### src/rtl/wave_pkg.sv
// rtl/wave_pkg.sv - shared constants, state encoding and offset type for wave_capture
package wave_pkg;

    localparam int FRAME_LEN  = 256;
    localparam int RAM_ADDR_W = 9;
    localparam int OFFSET_W   = 8;

    localparam logic [1:0] ST_ARMED  = 2'd0;
    localparam logic [1:0] ST_ACTIVE = 2'd1;
    localparam logic [1:0] ST_WAIT   = 2'd2;

    typedef logic [OFFSET_W-1:0] offset_t;

    function automatic logic is_last_offset(input offset_t off);
        return off == offset_t'(FRAME_LEN - 1);
    endfunction

endpackage

### src/rtl/wave_capture_trigger.sv
// rtl/wave_capture_trigger.sv - zero-crossing detector (negative to non-negative) on accepted samples
module wave_capture_trigger
    import wave_pkg::*;
(
    input  logic clk,
    input  logic reset,
    input  logic accept,
    input  logic sample_sign,
    output logic crossing
);

    // Only the sign of the previous sample matters for crossing detection.
    logic prev_sample_sign;

    always_ff @(posedge clk or posedge reset) begin
        if (reset) begin
            prev_sample_sign <= 1'b0;
        end else if (accept) begin
            prev_sample_sign <= sample_sign;
        end
    end

    assign crossing = accept && prev_sample_sign && !sample_sign;

endmodule

### src/rtl/wave_capture.sv
// rtl/wave_capture.sv - triggered double-buffered waveform capture; optional WAVE_CAPTURE_DECIMATE_EN
module wave_capture
    import wave_pkg::*;
#(
    parameter int SAMPLE_W = 16
) (
    input  logic                  clk,
    input  logic                  reset,
    input  logic                  new_sample_ready,
    input  logic [SAMPLE_W-1:0]   new_sample_in,
    input  logic                  wave_display_idle,
    output logic [RAM_ADDR_W-1:0] write_address,
    output logic                  write_enable,
    output logic [7:0]            write_sample,
    output logic                  read_index
);

    logic [1:0] state;
    offset_t    count;
    logic       accept;
    logic       crossing;
    logic [7:0] display_sample;

`ifdef WAVE_CAPTURE_DECIMATE_EN
    // Toggles on every raw strobe; the first strobe after reset is accepted.
    logic decim_skip;

    always_ff @(posedge clk or posedge reset) begin
        if (reset) begin
            decim_skip <= 1'b0;
        end else if (new_sample_ready) begin
            decim_skip <= ~decim_skip;
        end
    end

    assign accept = new_sample_ready && !decim_skip;
`else
    assign accept = new_sample_ready;
`endif

    assign display_sample = {~new_sample_in[SAMPLE_W-1], new_sample_in[SAMPLE_W-2:SAMPLE_W-8]};

    generate
        if (SAMPLE_W > 8) begin : g_low_bits
            logic unused_low_bits;
            assign unused_low_bits = ^new_sample_in[SAMPLE_W-9:0];
        end
    endgenerate

    wave_capture_trigger u_trigger (
        .clk         (clk),
        .reset       (reset),
        .accept      (accept),
        .sample_sign (new_sample_in[SAMPLE_W-1]),
        .crossing    (crossing)
    );

    always_ff @(posedge clk or posedge reset) begin
        if (reset) begin
            state         <= ST_ARMED;
            count         <= '0;
            read_index    <= 1'b0;
            write_enable  <= 1'b0;
            write_address <= '0;
            write_sample  <= '0;
        end else begin
            write_enable <= 1'b0;
            case (state)
                ST_ARMED: begin
                    if (crossing) begin
                        write_enable  <= 1'b1;
                        write_address <= {~read_index, offset_t'(0)};
                        write_sample  <= display_sample;
                        count         <= offset_t'(1);
                        state         <= ST_ACTIVE;
                    end
                end
                ST_ACTIVE: begin
                    if (accept) begin
                        write_enable  <= 1'b1;
                        write_address <= {~read_index, count};
                        write_sample  <= display_sample;
                        // Offset wraps to 0 naturally after the last slot.
                        count         <= count + offset_t'(1);
                        if (is_last_offset(count)) begin
                            state <= ST_WAIT;
                        end
                    end
                end
                ST_WAIT: begin
                    if (wave_display_idle) begin
                        read_index <= ~read_index;
                        state      <= ST_ARMED;
                    end
                end
                default: begin
                    state <= ST_ARMED;
                end
            endcase
        end
    end

endmodule

### config.mk
export PLATFORM = sky130hd
export DESIGN_NAME = wave_capture
export DESIGN_NICKNAME = d
export VERILOG_FILES = /design/src/rtl/wave_pkg.sv /design/src/rtl/wave_capture_trigger.sv /design/src/rtl/wave_capture.sv
export SDC_FILE = /design/constraint.sdc
export NUM_CORES = 1
export LEC_CHECK = 0
export ABC_CLOCK_PERIOD_IN_PS = 1700
export BUFFER_PORTS_ARGS = -buffer_cell sky130_fd_sc_hd__buf_2
export CAP_MARGIN = 30
export CORE_MARGIN = 2
export CORE_UTILIZATION = 50
export CTS_CLUSTER_DIAMETER = 60
export DETAILED_ROUTE_END_ITERATION = 10
export GPL_TIMING_DRIVEN = 0
export HOLD_SLACK_MARGIN = 0.06
export PLACE_DENSITY = 0.77
export SKIP_CTS_REPAIR_TIMING = 1
export SYNTH_ARGS = -nofsm -noshare
export SYNTH_HDL_FRONTEND = slang
export SYNTH_HIERARCHICAL = 1
export SYNTH_SLANG_ARGS = --single-unit
export TNS_END_PERCENT = 30
### constraint.sdc
create_clock -name clk -period 1.7 [get_ports clk]
set_input_delay 0.085 -clock clk [delete_from_list [all_inputs] [get_ports clk]]
set_output_delay 0.085 -clock clk [all_outputs]
set_load 0.02 [all_outputs]
==> reports/metrics.csv, run 1 <==
stage,metric,value,unit
status,outcome,"finished, final reports clean",
critical_path,kind of critical path,primary input to register,
critical_path,critical path endpoint category,register,
critical_path,depth of the worst register-to-register path,6,
synthesis,area share of the leading cell type in the synthesized netlist,55.5,%
cts,Clock Path Buffers,2,
floorplan,initial core utilization,53.6,%
critical_path,CP required,1960,ps
route,total routed wirelength,3.07,mm
synthesis,synth unique cells,30,
placed_design,buffers added on ports,30,
route,First DRT Iteration DRCs,29,
floorplan,Die ar.,3140,um2
floorplan,die outline height,56.0,um
final_layout,"Net count, final",190,
critical_path,endpoint of the worst register-to-register path,write_address[3]$_DFFE_PP0P_,
cts,total CTS buffers,5,
timing,worst slack on hold paths,82.8,ps
route,post-detailed-route count of antenna-violating nets,0,
critical_path,critical path data arrival time,1860,ps
final_layout,end-of-flow core utilization,69.0,%
power,Cell Pwr Density,1120,nW/um2
final_layout,area overhead of the layout relative to synthesis,28.7,%
final_layout,Antenna diodes,0,
route,via/cell ratio,5.66,
synthesis,count of state elements after synthesis,30,
critical_path,Setup crit end,count[4]$_DFFE_PP0P_,
power,worst voltage drop across the vdd grid,0.807,mV
timing,final worst path period need,1600,ps
cts,post-CTS clock slew at the launch and capture registers of the worst setup and hold paths,90,ps
cts,clock tree sinks,30,
cts,root buf cell,sky130_fd_sc_hd__clkbuf_4,
synthesis,synthesized cell area,1350,um2
synthesis,average size of a mapped cell,11.2,um2
global_route,GRT Overall Usage,19.6,%
critical_path,startpoint of the most critical setup path,new_sample_in[15],
timing,setup-violating endpoint count in the final report,0,
synthesis,number of instances in the synthesized netlist,121,
route,number of design rule violations left after detail routing,0,
placed_design,Final GP Congestion,0.900,
final_layout,fill count,193,
global_route,global-route wire length before repair,4.70,mm
global_route,number of antenna violations at the first check in global routing,0,
route,routed via count,1131,
floorplan,boundary pin count,39,
synthesis,number of synthesis warnings,6,
critical_path,critical-path maximum fanout,10,
floorplan,Placeable Area,2520,um2
timing,maximum achievable frequency,623,MHz
floorplan,std cell rows,18,
hold_path,class of the worst hold path,primary input to register,
critical_path,Worst Setup Start Kind,primary input,
timing,Relative slew margins,68.9,%
cts,H-Tree Depth,2,
global_route,global route total overflow,0,
cts,Clock Latency Late Sink,340,ps
synthesis,portion of the post-synthesis area used by sequential elements,55.5,%
critical_path,launch instance of the worst register-to-register path,u_trigger/prev_sample_sign$_DFFE_PP0P_,
synthesis,cell type with the largest total area after synthesis,sky130_fd_sc_hd__dfrtp_1,
synthesis,cells taking the most area after synthesis,"sky130_fd_sc_hd__dfrtp_1, sky130_fd_sc_hd__nand4b_1, sky130_fd_sc_hd__mux2_2, sky130_fd_sc_hd__o21ai_0, sky130_fd_sc_hd__nand2_1",
placed_design,post-detailed-placement half-perimeter wirelength,2.08,mm
timing,transition time at the pin with the least slew margin,467,ps
cts,TritonCTS clock tree,done,
power,Leak Pwr,0.822,nW
timing,number of hold violations in the final report,0,
final_layout,fraction of layout cells with a size suffix above 1,32.4,%
timing,Layout Skew,14.1,ps
critical_path,reg2reg setup slack,120,ps
timing,max-slew violation count,0,
timing,ratio of final minimum period to clock period,94.4,%
synthesis,nets in the synthesized netlist,142,
global_route,vias in the first global route,1019,
job,MaxCap Viol Count,0,
route,drt wl/cell,15.3,um
global_route,maximum number of pins on one net before global-route repair,22,
floorplan,die boundary width,56.0,um
route,count of TritonRoute iterations in the first routing pass,6,
==> registers in the layout (all words and copies together), names as in the netlist <==
register / flops
u_trigger/prev_sample_sign: 1
write_sample: 8
write_enable: 1
count: 8
write_address: 9
read_index: 1
state: 2
==> critical path, cell delays in order <==
cell and delay [ps]:
sky130_fd_sc_hd__dlygate4sd3_1 530, sky130_fd_sc_hd__buf_2 130, sky130_fd_sc_hd__and3b_2 260, sky130_fd_sc_hd__mux2i_2 100, sky130_fd_sc_hd__buf_2 190, sky130_fd_sc_hd__or4_1 400, sky130_fd_sc_hd__a21oi_1 160
==> cells in the mapped netlist (all sizes together) <==
library cell,count
dfrtp,30
nand2,13
o21ai,12
nand4b,10
mux2,8
clkbuf,5
o31ai,5
a21oi,4
nor2,4
buf,3
mux2i,3
or4,3
inv,2
nand2b,2
nand3,2
nand3b,2
nor4,2
xor2,2
a21o,1
and3b,1
ha,1
nand4,1
nor3,1
nor3b,1
or3,1
or3b,1
xnor2,1
==> cell type report <==
type,instances,area [um2],area share [%]
Buffer,8,36.3,2.08
Clock buffer,6,51.3,2.95
Clock inverter,2,12.5,0.719
Inverter,2,7.51,0.431
Multi-Input combinational cell,81,567,32.6
Sequential cell,30,751,43.1
Tap cell,30,37.5,2.16
Timing Repair Buffer,41,278,16.0
==> cells by family (layout without fill, tap and decap cells) <==
kind of cell	after synthesis	in the layout	share of synthesized area (%)
AOI/OAI and AO/OA	22	22	9.25
buffers and inverters	10	59	3.24
xor gates and xnor gates	3	3	1.94
adders and majority gates	1	1	0.925
muxes	11	11	9.16
DFF	30	30	55.5
and+or+nand+nor	44	44	20.0
==> per-layer routing <==
layer  vias to the layer above  part of all wire (%)  track usage, %  wire (um)
met2                        33                    49            30.4       1500
met1                       554                    44            24.7       1340
met3                         8                   4.9            4.88        151
met4                         0                   2.3            11.6         72
met5                         -                     0               0          0
li1                        536                     -               -          -
==> layout by cell type (no fill, tap or decap), types with 3 or more instances in the layout <==
cell type,Yosys,routed
sky130_fd_sc_hd__a21oi_1,4,4
sky130_fd_sc_hd__buf_2,2,32
sky130_fd_sc_hd__clkbuf_1,5,5
sky130_fd_sc_hd__clkbuf_4,0,5
sky130_fd_sc_hd__dfrtp_1,30,30
sky130_fd_sc_hd__dlygate4sd3_1,0,10
sky130_fd_sc_hd__mux2_2,7,7
sky130_fd_sc_hd__nand2_1,13,13
sky130_fd_sc_hd__nand4b_1,10,10
sky130_fd_sc_hd__nor2_1,3,3
sky130_fd_sc_hd__o21ai_0,12,12
sky130_fd_sc_hd__o31ai_1,5,5
sky130_fd_sc_hd__or4_1,3,3
==> power breakdown <==
| part | switching [mW] | leakage (nW) | internal [mW] |
|---|---|---|---|
| Clock | 0.261 | 0.0343 | 0.199 |
| Combinational | 0.281 | 0.417 | 0.210 |
| Sequential | 0.141 | 0.371 | 0.860 |
| Total | 0.683 | 0.822 | 1.27 |
==> worst min path at each step <==
stage / start / endpoint / depth (start not counted)
2_1_floorplan: reset / u_trigger/prev_sample_sign$_DFFE_PP0P_ / 1
3_3_place_gp: reset / u_trigger/prev_sample_sign$_DFFE_PP0P_ / 2
3_5_place_dp: reset / u_trigger/prev_sample_sign$_DFFE_PP0P_ / 2
4_1_cts: reset / u_trigger/prev_sample_sign$_DFFE_PP0P_ / 2
5_1_grt: new_sample_ready / u_trigger/prev_sample_sign$_DFFE_PP0P_ / 2
6_report: new_sample_ready / u_trigger/prev_sample_sign$_DFFE_PP0P_ / 2
==> through the flow <==
stage	power [mW]	setup slack (ps)	TNS (ps)	instances	instance area, um2
4_1_cts	1.93	87.7	0	190	1630
5_1_grt	2.05	-0.482	-0.482	200	1740
3_5_place_dp	1.48	102	0	182	1570
6_report	1.95	95.8	0	200	1740
3_3_place_gp	1.44	113	0	181	1540
2_1_floorplan	1.30	299	0	121	1350
(Power assumes the default switching activity.)
==> inputs of run 2 (changes only) <==
Settings changed: ABC_CLOCK_PERIOD_IN_PS 1700 to 1550.
Clock period 1.7 ns to 1.55 ns, I/O delays scaled along.
==> reports/metrics.csv, run 2 (synthesized netlist as in run 1, its figures left out) <==
stage,metric,value,unit,change
cts,Clock Latency Late Sink,330,ps,was 340 ps
power,Leak Pwr,0.843,nW,was 0.822 nW
placed_design,Post-Place Cells,182,,unchanged
timing,maximum achievable frequency,650,MHz,
power,worst voltage drop across the vdd grid,0.883,mV,was 0.807 mV
final_layout,post-route non-filler standard cell count,202,,was 200
timing,final worst path period need,1540,ps,
route,total routed wirelength,3.09,mm,was 3.07 mm
route,drt wl/cell,15.3,um,about the same
final_layout,end-of-flow core utilization,71.0,%,was 69.0%
final_layout,fraction of layout cells with a size suffix above 1,34.9,%,was 32.4%
cts,root buf cell,sky130_fd_sc_hd__clkbuf_4,,unchanged
cts,post-CTS clock slew at the launch and capture registers of the worst setup and hold paths,90,ps,about the same
timing,Relative slew margins,69.4,%,was 68.9%
floorplan,initial core utilization,53.6,%,unchanged
global_route,maximum number of pins on one net before global-route repair,22,,unchanged
status,outcome,"finished, final reports clean",,unchanged
timing,ratio of final minimum period to clock period,99.2,%,
critical_path,depth of the worst register-to-register path,5,,was 6
critical_path,CP required,1800,ps,was 1960 ps
floorplan,die boundary width,56.0,um,unchanged
route,via/cell ratio,5.68,,was 5.66
cts,clock tree sinks,30,,unchanged
critical_path,kind of critical path,register to register,,was primary input to register
critical_path,Worst Setup Start Kind,register,,was primary input
route,First DRT Iteration DRCs,35,,was 29
floorplan,boundary pin count,39,,unchanged
timing,setup repair after global routing missed its margin,true,,
final_layout,register with the most flip-flops,write_address,,unchanged
placed_design,Setup WS pre-CTS,-48.3,ps,was 102 ps
route,routed via count,1147,,was 1131
timing,number of hold violations in the final report,0,,unchanged
placed_design,buffers added on ports,30,,unchanged
placed_design,Final GP Congestion,0.900,,unchanged
hold_path,hold_sp,new_sample_ready,,unchanged
timing,worst slack on hold paths,101,ps,was 82.8 ps
critical_path,startpoint of the most critical setup path,state[0]$_DFFE_PP0P_,,was new_sample_in[15]
final_layout,max FFs per register,9,,unchanged
final_layout,largest registers,"write_address: 9 flops, count: 8 flops, write_sample: 8 flops",,unchanged
final_layout,"commonest cells after routing, fill and taps aside","sky130_fd_sc_hd__dfrtp_1, sky130_fd_sc_hd__buf_2, sky130_fd_sc_hd__nand2_1",,"was sky130_fd_sc_hd__buf_2, sky130_fd_sc_hd__dfrtp_1, sky130_fd_sc_hd__nand2_1"
critical_path,critical-path maximum fanout,10,,unchanged
final_layout,fill count,183,,was 193
critical_path,critical path endpoint category,register,,unchanged
cts,total CTS buffers,5,,unchanged
timing,setup slack after layout,12.4,ps,was 95.8 ps
route,number of design rule violations left after detail routing,0,,unchanged
critical_path,launch instance of the worst register-to-register path,state[0]$_DFFE_PP0P_,,was u_trigger/prev_sample_sign$_DFFE_PP0P_
timing,transition time at the pin with the least slew margin,459,ps,was 467 ps
global_route,GRT Overall Usage,19.6,%,unchanged
critical_path,critical path data arrival time,1790,ps,was 1860 ps
critical_path,Setup crit end,count[4]$_DFFE_PP0P_,,unchanged
global_route,vias in the first global route,1019,,unchanged
final_layout,area overhead of the layout relative to synthesis,32.4,%,was 28.7%
cts,Clock Path Buffers,2,,unchanged
timing,max-slew violation count,0,,unchanged
hold_path,WHS Path Cells,2,,unchanged
route,post-detailed-route count of antenna-violating nets,0,,unchanged
global_route,number of antenna violations at the first check in global routing,0,,unchanged
timing,Layout Skew,10.8,ps,was 14.1 ps
final_layout,"Net count, final",192,,was 190
floorplan,std cell rows,18,,unchanged
job,MaxCap Viol Count,0,,unchanged
final_layout,Antenna diodes,0,,unchanged
critical_path,endpoint of the worst register-to-register path,count[4]$_DFFE_PP0P_,,was write_address[3]$_DFFE_PP0P_
hold_path,class of the worst hold path,primary input to register,,unchanged
placed_design,post-detailed-placement half-perimeter wirelength,2.08,mm,unchanged
timing,setup-violating endpoint count in the final report,0,,unchanged
power,Cell Pwr Density,1210,nW/um2,was 1120 nW/um2
global_route,global-route wire length before repair,4.70,mm,unchanged
cts,TritonCTS clock tree,done,,unchanged
floorplan,die outline height,56.0,um,unchanged
route,count of TritonRoute iterations in the first routing pass,4,,was 6
critical_path,reg2reg setup slack,10,ps,was 120 ps
global_route,global route total overflow,0,,unchanged
cts,H-Tree Depth,2,,unchanged
floorplan,Die ar.,3140,um2,unchanged
floorplan,Placeable Area,2520,um2,unchanged
run 2: worst max-delay path, cell delays in order (launching register included):
cell and delay, ps:
sky130_fd_sc_hd__dfrtp_1 390, sky130_fd_sc_hd__buf_4 170, sky130_fd_sc_hd__mux2i_4 210, sky130_fd_sc_hd__buf_6 150
sky130_fd_sc_hd__or4_1 390, sky130_fd_sc_hd__a21oi_1 150
run 2: where the power goes:
group	leakage (nW)	switching [mW]	internal, mW
clock	0.0343	0.277	0.218
combinational	0.437	0.329	0.252
sequential	0.371	0.155	0.943
run 2: layout make-up:
cell class                 count  area [um2]  share of cell area [%]
timing repair buffer          43         293                    16.4
sequential                    30         751                    41.9
tap                           30        37.5                    2.10
clock buffer                   6        51.3                    2.87
inverter                       2        7.51                   0.419
multi-input combinational     81         592                    33.1
buffer                         8        46.3                    2.59
clock inverter                 2        12.5                   0.699
run 2: how the worst min path moves through the flow:
stage                                             endpoint
finish              u_trigger/prev_sample_sign$_DFFE_PP0P_
floorplan           u_trigger/prev_sample_sign$_DFFE_PP0P_
global placement    u_trigger/prev_sample_sign$_DFFE_PP0P_
detailed placement  u_trigger/prev_sample_sign$_DFFE_PP0P_
global route        u_trigger/prev_sample_sign$_DFFE_PP0P_
CTS                 u_trigger/prev_sample_sign$_DFFE_PP0P_
run 2: per-stage QoR:
stage	TNS (ps)	power, mW	area, um2
finish	0	2.17	1790
global route	-162	2.30	1790
CTS	-530	2.12	1630
detailed placement	-398	1.63	1570
global placement	-353	1.58	1540
floorplan	0	1.42	1350
run 2: per-layer routing:
layer  routed length (um)  track usage [%]
met4                   27             11.6
met3                  180             4.88
met2                 1550             30.4
met1                 1340             24.7
met5                    0                0
